===== config.mk =====
export PLATFORM = sky130hd
export DESIGN_NAME = vc_fifo
export DESIGN_NICKNAME = d
export VERILOG_FILES = /design/src/rtl/vc_fifo_pkg.sv /design/src/rtl/vc_fifo_chan.sv /design/src/rtl/vc_fifo.sv
export SDC_FILE = /design/constraint.sdc
export NUM_CORES = 1
export LEC_CHECK = 0
export CAP_MARGIN = 20
export CORE_ASPECT_RATIO = 0.9
export CORE_MARGIN = 3
export CORE_UTILIZATION = 54
export CTS_CLUSTER_SIZE = 12
export DETAILED_ROUTE_END_ITERATION = 12
export PLACE_DENSITY = 0.84
export REMOVE_ABC_BUFFERS = 1
export SLEW_MARGIN = 20
export SYNTH_ARGS = -nofsm -noshare
export SYNTH_HDL_FRONTEND = slang
export SYNTH_HIERARCHICAL = 1
export SYNTH_SLANG_ARGS = --single-unit

===== constraint.sdc =====
create_clock -name clk -period 2.6 [get_ports clk]
set_input_delay 0.26 -clock clk [delete_from_list [all_inputs] [get_ports clk]]
set_output_delay 0.26 -clock clk [all_outputs]
set_load 0.01 [all_outputs]

===== src/rtl/vc_fifo_pkg.sv =====
// Shared definitions for the virtual-channel input buffer.
// Width helpers are reused by the router arbiter and the credit counter.
package vc_fifo_pkg;

    function automatic int vc_w(input int n);
        return (n > 1) ? $clog2(n) : 1;
    endfunction

    function automatic int cnt_w(input int d);
        return $clog2(d + 1);
    endfunction

    localparam int DEF_DEPTH  = 4;
    localparam int DEF_NUM_VC = 4;
    localparam int VC_W       = vc_w(DEF_NUM_VC);
    localparam int CNT_W      = cnt_w(DEF_DEPTH);

    typedef logic [VC_W-1:0] vc_idx_t;

    function automatic logic [CNT_W-1:0] cnt_unpack(
        input logic [DEF_NUM_VC*CNT_W-1:0] vec,
        input vc_idx_t                     idx
    );
        return vec[int'(idx)*CNT_W +: CNT_W];
    endfunction

endpackage


===== src/rtl/vc_fifo_chan.sv =====
// Single virtual-channel circular buffer with show-ahead head.
// Callers only assert pop_en_i when the channel is non-empty.
module vc_fifo_chan
    import vc_fifo_pkg::*;
#(
    parameter int DATA_WIDTH = 32,
    parameter int DEPTH      = 4,
    localparam int PTR_W     = $clog2(DEPTH),
    localparam int CW        = cnt_w(DEPTH)
) (
    input  logic                  clk,
    input  logic                  rst,
    input  logic                  push_en_i,
    input  logic                  pop_en_i,
    input  logic [DATA_WIDTH-1:0] data_i,
    output logic [DATA_WIDTH-1:0] head_o,
    output logic [CW-1:0]         count_o,
    output logic                  full_o,
    output logic                  empty_o
);

    logic [DATA_WIDTH-1:0] mem_q [DEPTH];
    logic [PTR_W-1:0]      wr_ptr_q, wr_ptr_d;
    logic [PTR_W-1:0]      rd_ptr_q, rd_ptr_d;
    logic [CW-1:0]         count_q, count_d;

    // DEPTH need not be a power of two, so wrap explicitly.
    always_comb begin
        wr_ptr_d = wr_ptr_q;
        rd_ptr_d = rd_ptr_q;
        count_d  = count_q;
        if (push_en_i)
            wr_ptr_d = (wr_ptr_q == PTR_W'(DEPTH - 1)) ? '0 : wr_ptr_q + 1'b1;
        if (pop_en_i)
            rd_ptr_d = (rd_ptr_q == PTR_W'(DEPTH - 1)) ? '0 : rd_ptr_q + 1'b1;
        unique case ({push_en_i, pop_en_i})
            2'b10:   count_d = count_q + 1'b1;
            2'b01:   count_d = count_q - 1'b1;
            default: count_d = count_q;
        endcase
    end

    always_ff @(posedge clk) begin
        if (rst) begin
            wr_ptr_q <= '0;
            rd_ptr_q <= '0;
            count_q  <= '0;
        end else begin
            wr_ptr_q <= wr_ptr_d;
            rd_ptr_q <= rd_ptr_d;
            count_q  <= count_d;
        end
    end

    always_ff @(posedge clk) begin
        if (push_en_i && !rst)
            mem_q[wr_ptr_q] <= data_i;
    end

    assign head_o  = mem_q[rd_ptr_q];
    assign count_o = count_q;
    assign full_o  = (count_q == CW'(DEPTH));
    assign empty_o = (count_q == '0);

endmodule


===== src/rtl/vc_fifo.sv =====
// Multi-VC router input buffer: one push and one pop port steered by VC index.
// Sticky overflow/underflow record any rejected request.
module vc_fifo
    import vc_fifo_pkg::*;
#(
    parameter int DATA_WIDTH = 32,
    parameter int DEPTH      = 4,
    parameter int NUM_VC     = 4,
    parameter int AF_MARGIN  = 1,
    localparam int VW        = vc_w(NUM_VC),
    localparam int CW        = cnt_w(DEPTH)
) (
    input  logic                   clk,
    input  logic                   rst,
    input  logic                   push,
    input  logic [VW-1:0]          push_vc,
    input  logic [DATA_WIDTH-1:0]  push_data,
    input  logic                   pop,
    input  logic [VW-1:0]          pop_vc,
    output logic [DATA_WIDTH-1:0]  pop_data,
    output logic [NUM_VC-1:0]      full,
    output logic [NUM_VC-1:0]      empty,
    output logic [NUM_VC-1:0]      almost_full,
    output logic [NUM_VC*CW-1:0]   count,
    output logic                   overflow,
    output logic                   underflow
);

    logic [DATA_WIDTH-1:0] head [NUM_VC];
    logic [CW-1:0]         cnt  [NUM_VC];
    logic [NUM_VC-1:0]     push_en, pop_en;
    logic                  push_hit, pop_hit;
    logic                  tgt_full, src_empty;
    logic                  push_ok, pop_ok;
    logic                  overflow_q, overflow_d;
    logic                  underflow_q, underflow_d;

    // Out-of-range VC indices never hit, so they are rejected.
    always_comb begin
        push_hit  = 1'b0;
        pop_hit   = 1'b0;
        tgt_full  = 1'b0;
        src_empty = 1'b1;
        for (int i = 0; i < NUM_VC; i++) begin
            if (push_vc == VW'(i)) begin
                push_hit = 1'b1;
                tgt_full = full[i];
            end
            if (pop_vc == VW'(i)) begin
                pop_hit   = 1'b1;
                src_empty = empty[i];
            end
        end
        pop_ok  = pop && pop_hit && !src_empty;
        push_ok = push && push_hit &&
                  (!tgt_full || (pop && pop_vc == push_vc));
        for (int i = 0; i < NUM_VC; i++) begin
            push_en[i] = push_ok && (push_vc == VW'(i));
            pop_en[i]  = pop_ok && (pop_vc == VW'(i));
        end
    end

    always_comb begin
        pop_data = '0;
        for (int i = 0; i < NUM_VC; i++)
            if (pop_vc == VW'(i) && !empty[i])
                pop_data = head[i];
    end

    for (genvar g = 0; g < NUM_VC; g++) begin : g_chan
        vc_fifo_chan #(
            .DATA_WIDTH (DATA_WIDTH),
            .DEPTH      (DEPTH)
        ) u_chan (
            .clk       (clk),
            .rst       (rst),
            .push_en_i (push_en[g]),
            .pop_en_i  (pop_en[g]),
            .data_i    (push_data),
            .head_o    (head[g]),
            .count_o   (cnt[g]),
            .full_o    (full[g]),
            .empty_o   (empty[g])
        );
        assign count[g*CW +: CW] = cnt[g];
        assign almost_full[g]    = (cnt[g] >= CW'(DEPTH - AF_MARGIN));
    end

    assign overflow_d  = overflow_q  | (push && !push_ok);
    assign underflow_d = underflow_q | (pop && !pop_ok);

    always_ff @(posedge clk) begin
        if (rst) begin
            overflow_q  <= 1'b0;
            underflow_q <= 1'b0;
        end else begin
            overflow_q  <= overflow_d;
            underflow_q <= underflow_d;
        end
    end

    assign overflow  = overflow_q;
    assign underflow = underflow_q;

endmodule


==> results.cfg, run 1 <==
[outcome]
status = complete, but fails checks
failed_checks = setup timing

[logic_synthesis]
synth_sequential_area_ratio_pct = 73.81
syn_area_per_cell_um2 = 20.60
syn_area_um2 = 21860
synth_cell_type_count = 38
synthCells = 1061
ys_seq_elements = 550
yosys_warnings = 6

[critical_path]
crit_family = buffers and inverters
crit_chain = buf_12 > mux4_2 > nor3b_1 > a311oi_1 > buf_4 > a21oi_1 > buf_2
cp-start-kind = register
cp.depth = 7
max_stage_delay_ps = 510
critPathMaxFanout = 5
required_ps = 2340
r2r_setup_slack_ps = 150
critPathBufInv = 3
reg2reg_to = g_chan[0].u_chan/count_o[2]
crit_path_end = pop_data[27]
worst_path_max_delay_cell = mux4_2
worst_setup_path_end_kind = output port
crit_type = register to output port
reg2regPathDepth = 10
critPathArrivalTime_ps = 2600
rr_startpoint = g_chan[0].u_chan/count_o[0]

[clock_tree]
numCtsBuffers = 54
clockBufferDepth = 3
cts_tree = done
clock-sinks = 550
clk_pin_slew_ps = 60
clk_latency_ps = 590
cts_hold_buf = 0
htreeDepth = 2
clockRootBuffer = clkbuf_16

[timing]
finClkSkew_ps = 18.94
finalHoldViolations = 0
tightestPinTransition_ps = 726.1
setup_viol = 31
setup_ws_ps = -263.2
fmax_mhz = 349.3
slew_headroom_pct = 51.44
drv_slew = 0
rsz0062_at_grt = true
fin_tns_setup_ps = -5315
min_period_over_period_pct = 110.1
fin_crit_ps = 2863

[route]
vias_per_cell = 6.342
wl_per_cell_um = 28.52
vias = 11700
drc = 0
dr.pass1.iters = 5
wl_um = 52600
drt_iter0_markers = 1405
ant_nets = 0

[placed_design]
placed_cells = 1736
hpwlAfterDp_um = 31550
place.gp.congestion = 0.8231
port_buffers = 97
pre_cts_slack_ps = -139.0
placed_area_um2 = 24370

[worst_hold_path]
holdCritStartpoint = pop_vc[1]
min_path_type = primary input to register

[layout]
stdcell_count = 1844
syn_to_final_growth_pct = 20.04
design_area_um2 = 26240
nets = 1347
drive_gt1_share_pct = 31.25
n_antenna_cell = 0

[floorplanning]
core_um2 = 39710
rows = 69
dieArea_um2 = 42930
chipHeight_um = 196.9
ios = 98
die_w_um = 218.1
start_util_pct = 55.04

[power_and_ir_drop]
vdd_drop_max_mv = 0.6242
power.net_switching_w = 0.003757
p_seq_share_pct = 55.0
power_frac_comb_pct = 5.7
internal_power_w = 0.01401
powerDensity_nw_per_um2 = 677.2
power.leakage_nw = 8.344
pwr-share-clk_pct = 39.3
switching_share_pct = 21.14

[global_route]
grt_pass1_wl_um = 78290
grt_pass1_vias = 12110
grt_usage_pct = 24.94
antenna_found_initial = 0
grt_overflow = 0
grt_max_degree = 62

[run]
cap_violations = 0
## layout make-up
cell class	instances	area (µm²)
Clock buffer	80	1459
Inverter	30	112.6
Tap cell	532	665.6
Sequential cell	550	16160
Timing Repair Buffer	224	2494
Clock inverter	9	71.32
Multi-Input combinational cell	419	5283
Fill cell	2485	13470
## what timing repair did
item / 4_1_cts / 5_1_grt
pin swaps: 28 / 16
setup buffers: 13 / 5
setup endpoints to repair: 32 / 57
gates cloned: 3 / 1
gates resized for setup: 164 / 28
hold endpoints to repair: 0 / 0
## per-layer routing
| layer | global-route usage, % | vias to the layer above | routed length (µm) |
|---|---|---|---|
| li1 | - | 4814 | - |
| met1 | 33.28 | 6099 | 19720 |
| met2 | 42.22 | 676 | 27060 |
| met3 | 4.779 | 106 | 4525 |
| met4 | 7.995 | 0 | 1295 |
| met5 | 0 | - | 0 |
## logic make-up after synthesis
kind of cell,share of synthesized area [%]
fa+ha+maj,1.740
flops,73.81
simple gates,3.137
compound gates,3.921
mux,13.90
buf+inv,3.056
xor+xnor,0.4350
## through the flow
stage                     util [%]  hold slack [ps]  power, W
after floorplan                  -            329.1   0.01029
after global placement       61.36            489.2   0.01089
after detailed placement     61.36            483.6   0.01093
after CTS                    65.78            367.1   0.01784
after global routing         66.08            420.3   0.01827
final                        66.08            391.4   0.01777
## worst min-delay path by stage
stage / end / depth (start not counted)
2_1_floorplan: g_chan[0].u_chan/count_o[2] / 1
3_3_place_gp: underflow / 2
3_5_place_dp: underflow / 2
4_1_cts: overflow / 4
5_1_grt: overflow / 4
6_report: overflow / 4
## layout by cell type, fill, tap and decap left out, types with 5 or more instances in the layout
cell type / instances
edfxtp_1: 512
mux4_2: 125
buf_4: 67
clkdlybuf4s50_1: 63
clkbuf_16: 55
buf_12: 53
a21oi_1: 49
nor2_1: 34
buf_2: 32
inv_1: 30
nor3b_1: 30
dfxtp_1: 29
a22oi_1: 28
clkbuf_1: 25
ha_1: 24
a311oi_1: 20
and2_2: 16
a311oi_2: 10
xor2_1: 8
mux2i_1: 8
and3_1: 6
nor3b_4: 5
dfxtp_2: 5
buf_6: 5
## worst reg2reg max path: stages (launching register included)
cell and delay (ps):
dfxtp_1 410, nor3_2 110, buf_4 210, nor4b_1 270, buf_4 190, ha_1 160
inv_1 50, fa_1 370, xor2_1 160, or3_1 300, a21oi_1 140
## synth_stat cells
cell type | number | area (µm²)
nor3_1 | 5 | 25.02
nand2_1 | 3 | 11.26
and3b_1 | 1 | 8.760
and2_1 | 17 | 106.4
a211oi_1 | 1 | 7.510
clkbuf_8 | 1 | 13.76
clkbuf_1 | 14 | 52.55
fa_1 | 4 | 80.08
or3_1 | 4 | 25.02
nor3b_1 | 38 | 285.3
a21oi_1 | 51 | 255.2
and4b_2 | 1 | 11.26
inv_1 | 30 | 112.6
a22oi_1 | 32 | 240.2
a311oi_1 | 30 | 262.8
ha_1 | 24 | 300.3
mux4_1 | 8 | 210.2
a2111oi_2 | 1 | 15.01
mux2_2 | 2 | 22.52
xor2_1 | 8 | 70.07
xnor2_1 | 1 | 8.760
buf_12 | 12 | 240.2
nor2b_1 | 4 | 25.02
nor4b_1 | 1 | 8.760
buf_4 | 2 | 15.01
nor2_1 | 35 | 131.4
xnor2_2 | 1 | 16.27
nand3_2 | 1 | 10.01
buf_6 | 11 | 123.9
a21o_1 | 4 | 30.03
a221oi_1 | 3 | 26.28
and3_1 | 6 | 37.54
dfxtp_1 | 38 | 760.7
buf_2 | 22 | 110.1
mux2i_1 | 8 | 80.08
edfxtp_1 | 512 | 15370
mux4_2 | 121 | 2725
o21ai_0 | 4 | 20.02
## power groups by stage
stage	registers [W]	clock network (W)	logic, W
final	0.00977	0.00699	0.00101
after floorplan	0.00997	0	0.000319
after detailed placement	0.00996	0	0.000977
after global placement	0.00995	0	0.000945
after CTS	0.00977	0.00708	0.000992
after global routing	0.00977	0.00743	0.00107
## state kept, by name, indices dropped and copies added (netlist names), named ones only
name,flops
underflow,1
g_chan.u_chan/mem_q,512
g_chan.u_chan/count_o,12
g_chan.u_chan/rd_ptr_q,8
g_chan.u_chan/wr_ptr_q,8
overflow,1
(Power assumes the default switching activity.)
==> inputs of run 2 (changes only) <==
--- a/config.mk
+++ b/config.mk
@@ -8,10 +8,10 @@
 export CAP_MARGIN = 20
 export CORE_ASPECT_RATIO = 0.9
 export CORE_MARGIN = 3
-export CORE_UTILIZATION = 54
+export CORE_UTILIZATION = 60
 export CTS_CLUSTER_SIZE = 12
 export DETAILED_ROUTE_END_ITERATION = 12
-export PLACE_DENSITY = 0.84
+export PLACE_DENSITY = 0.88
 export REMOVE_ABC_BUFFERS = 1
 export SLEW_MARGIN = 20
 export SYNTH_ARGS = -nofsm -noshare
==> constraint.sdc (replaced) <==
create_clock -name clk -period 2.95 [get_ports clk]
set_input_delay 0.295 -clock clk [delete_from_list [all_inputs] [get_ports clk]]
set_output_delay 0.295 -clock clk [all_outputs]
set_load 0.01 [all_outputs]
==> run 2 against run 1 <==
  * The flow still finishes with violations (setup timing)
  * Die area is 9.7% lower
  * First-iteration DRC count increased by 19%
  * Final cell count decreased by 6.2%
  * Worst hold slack improved by 74 ps
  * Critical path depth shrank 2
  * Combinational power fell by 19%
  * Worst setup slack gained 200 ps
  * Total power shrank 11%
  * Clock skew is 0.83 ps higher
  * Clock-buffer cell count decreased by 2
  * Wire length rose by 6.5%
  * Critical endpoint is now pop_data[31]
  * Highest routed layer unchanged
==> results.cfg, run 2 (synthesis gave the netlist of run 1 again) <==
[outcome]
status = complete, but fails checks
failed_checks = setup timing

[timing]
min_period_over_period_pct = 102.1
fin_hold_ws_ps = 465.7
setup_viol = 4
tightestPinTransition_ps = 727.8
rsz0062_at_grt = true
fmax_mhz = 332.0
setup_ws_ps = -62.26
fin_crit_ps = 3012
slew_headroom_pct = 51.33
finalHoldViolations = 0
finClkSkew_ps = 19.77
drv_slew = 0
fin_tns_setup_ps = -90.47

[power_and_ir_drop]
vdd_drop_max_mv = 0.5338
internal_power_w = 0.01247
switching_share_pct = 20.95
pwr-share-clk_pct = 40.2
powerDensity_nw_per_um2 = 618.3
p_seq_share_pct = 54.6
power.leakage_nw = 8.047
power_frac_comb_pct = 5.2
power.net_switching_w = 0.003304

[route]
dr.pass1.iters = 5
wl_met1_um = 20020
vias_per_cell = 6.882
dr_wl_met2_um = 27980
drc = 0
wl_per_cell_um = 32.37
drt_iter0_markers = 1671
wl_um = 56000
highest_layer = met4
vias = 11910
route.met3.wl_um = 5967
ant_nets = 0

[global_route]
grt_usage_pct = 28.98
grt_overflow = 0
grt_pass1_vias = 12330
antenna_found_initial = 3
grt_pass1_wl_um = 82790
grt_max_degree = 61

[floorplanning]
chipHeight_um = 187.1
core_um2 = 35460
start_util_pct = 61.65
rows = 65
die_w_um = 207.2
dieArea_um2 = 38760
ios = 98

[clock_tree]
cts_tree = done
clockRootBuffer = clkbuf_16
numCtsBuffers = 53
cts_hold_buf = 0
clk_pin_slew_ps = 60
clockBufferDepth = 3
clock-sinks = 550
htreeDepth = 2
clk_latency_ps = 590

[layout]
final_common_cell = edfxtp_1
multi_input_area_um2 = 5204
syn_to_final_growth_pct = 16.71
layout_common_cells = edfxtp_1, mux4_2, clkdlybuf4s50_1
largest_register_ffs = 512
fin_util_pct = 71.95
regMostFlops = g_chan.u_chan/mem_q
drive_gt1_share_pct = 25.81
nets = 1298
regArea_um2 = 16150
nFillCells = 1993

[critical_path]
worst_setup_path_end_kind = output port
r2r_setup_slack_ps = 340
crit_type = register to output port
required_ps = 2650
critPathMaxFanout = 9
critPathArrivalTime_ps = 2720
cp-start-kind = register

[placed_design]
hpwlAfterDp_um = 29610
place.gp.congestion = 0.8192
port_buffers = 97

[worst_hold_path]
min_path_type = primary input to register

[run]
cap_violations = 0
[run 2: changes by cell type in the layout (fill, tap and decap cells not counted), moves of 4 or more]
cell,change
a22oi_2,-4
nor3b_1,+8
buf_4,-23
buf_2,-27
clkbuf_2,+10
buf_12,-26
mux4_2,-4
a22oi_1,+4
mux4_1,+4
dlygate4sd2_1,+11
nor3b_4,-5
[run 2: what timing repair did]
item | CTS | global route
pin swaps | 21 | 10
setup buffers | 9 | 5
cloned | 3 | 0
endpoints found under the setup margin | 32 | 25
resized for setup | 65 | 31
[run 2: final cells by class]
class	count	share of cell area (%)
sequential	550	63.30
multi-input combinational	419	20.40
timing repair buffer	176	7.474
clock buffer	78	5.733
tap	469	2.300
inverter	30	0.4414
clock inverter	6	0.3335
antenna	2	0.01962
[run 2: through the flow]
stage / std cells / setup WS, ps / area, µm² / power (W)
floorplan: 999 / -766.8 / 21300 / 0.009066
global placement: 1627 / 218.2 / 23670 / 0.009526
detailed placement: 1627 / 77.18 / 23670 / 0.009556
CTS: 1723 / -67.77 / 25430 / 0.01576
global route: 1730 / -100.7 / 25510 / 0.01615
finish: 1730 / -62.26 / 25510 / 0.01577
[run 2: final timing paths]
kind                                                  start                     endpoint  cells past startpoint
worst min-delay path                              pop_vc[1]                     overflow                      4
worst max-delay path                               register                 pop_data[31]                      5
worst min register to register                    underflow                    underflow                      2
worst max register to register  g_chan[1].u_chan/count_o[0]  g_chan[1].u_chan/count_o[2]                      9
[run 2: critical path, stage by stage, from the launching register on]
cell,delay [ps]
dfxtp_4,430
buf_8,200
mux4_2,580
a221oi_4,340
a21oi_1,100
clkdlybuf4s50_1,500
[run 2: routing by layer]
layer | global-route usage [%] | up-vias
met5 | 0 | -
met4 | 9.684 | 0
met3 | 5.970 | 150
met2 | 48.43 | 933
met1 | 38.91 | 6103
li1 | - | 4720
[run 2: power by group through the flow]
| stage | Combinational [W] | Clock (W) | Sequential, W |
|---|---|---|---|
| final | 0.000823 | 0.00634 | 0.00861 |
| after global routing | 0.000866 | 0.00667 | 0.00861 |
| after CTS | 0.000795 | 0.00636 | 0.00861 |
| after detailed placement | 0.000782 | 0 | 0.00877 |
| after global placement | 0.000758 | 0 | 0.00877 |
| after floorplan | 0.000281 | 0 | 0.00878 |
==> inputs of run 3 (changes only) <==
--- a/config.mk
+++ b/config.mk
@@ -5,7 +5,6 @@
 export SDC_FILE = /design/constraint.sdc
 export NUM_CORES = 1
 export LEC_CHECK = 0
-export CAP_MARGIN = 20
 export CORE_ASPECT_RATIO = 0.9
 export CORE_MARGIN = 3
 export CORE_UTILIZATION = 60
==> results of run 3 <==
No change in the layout: final DEF, timing and power equal those of run 2.
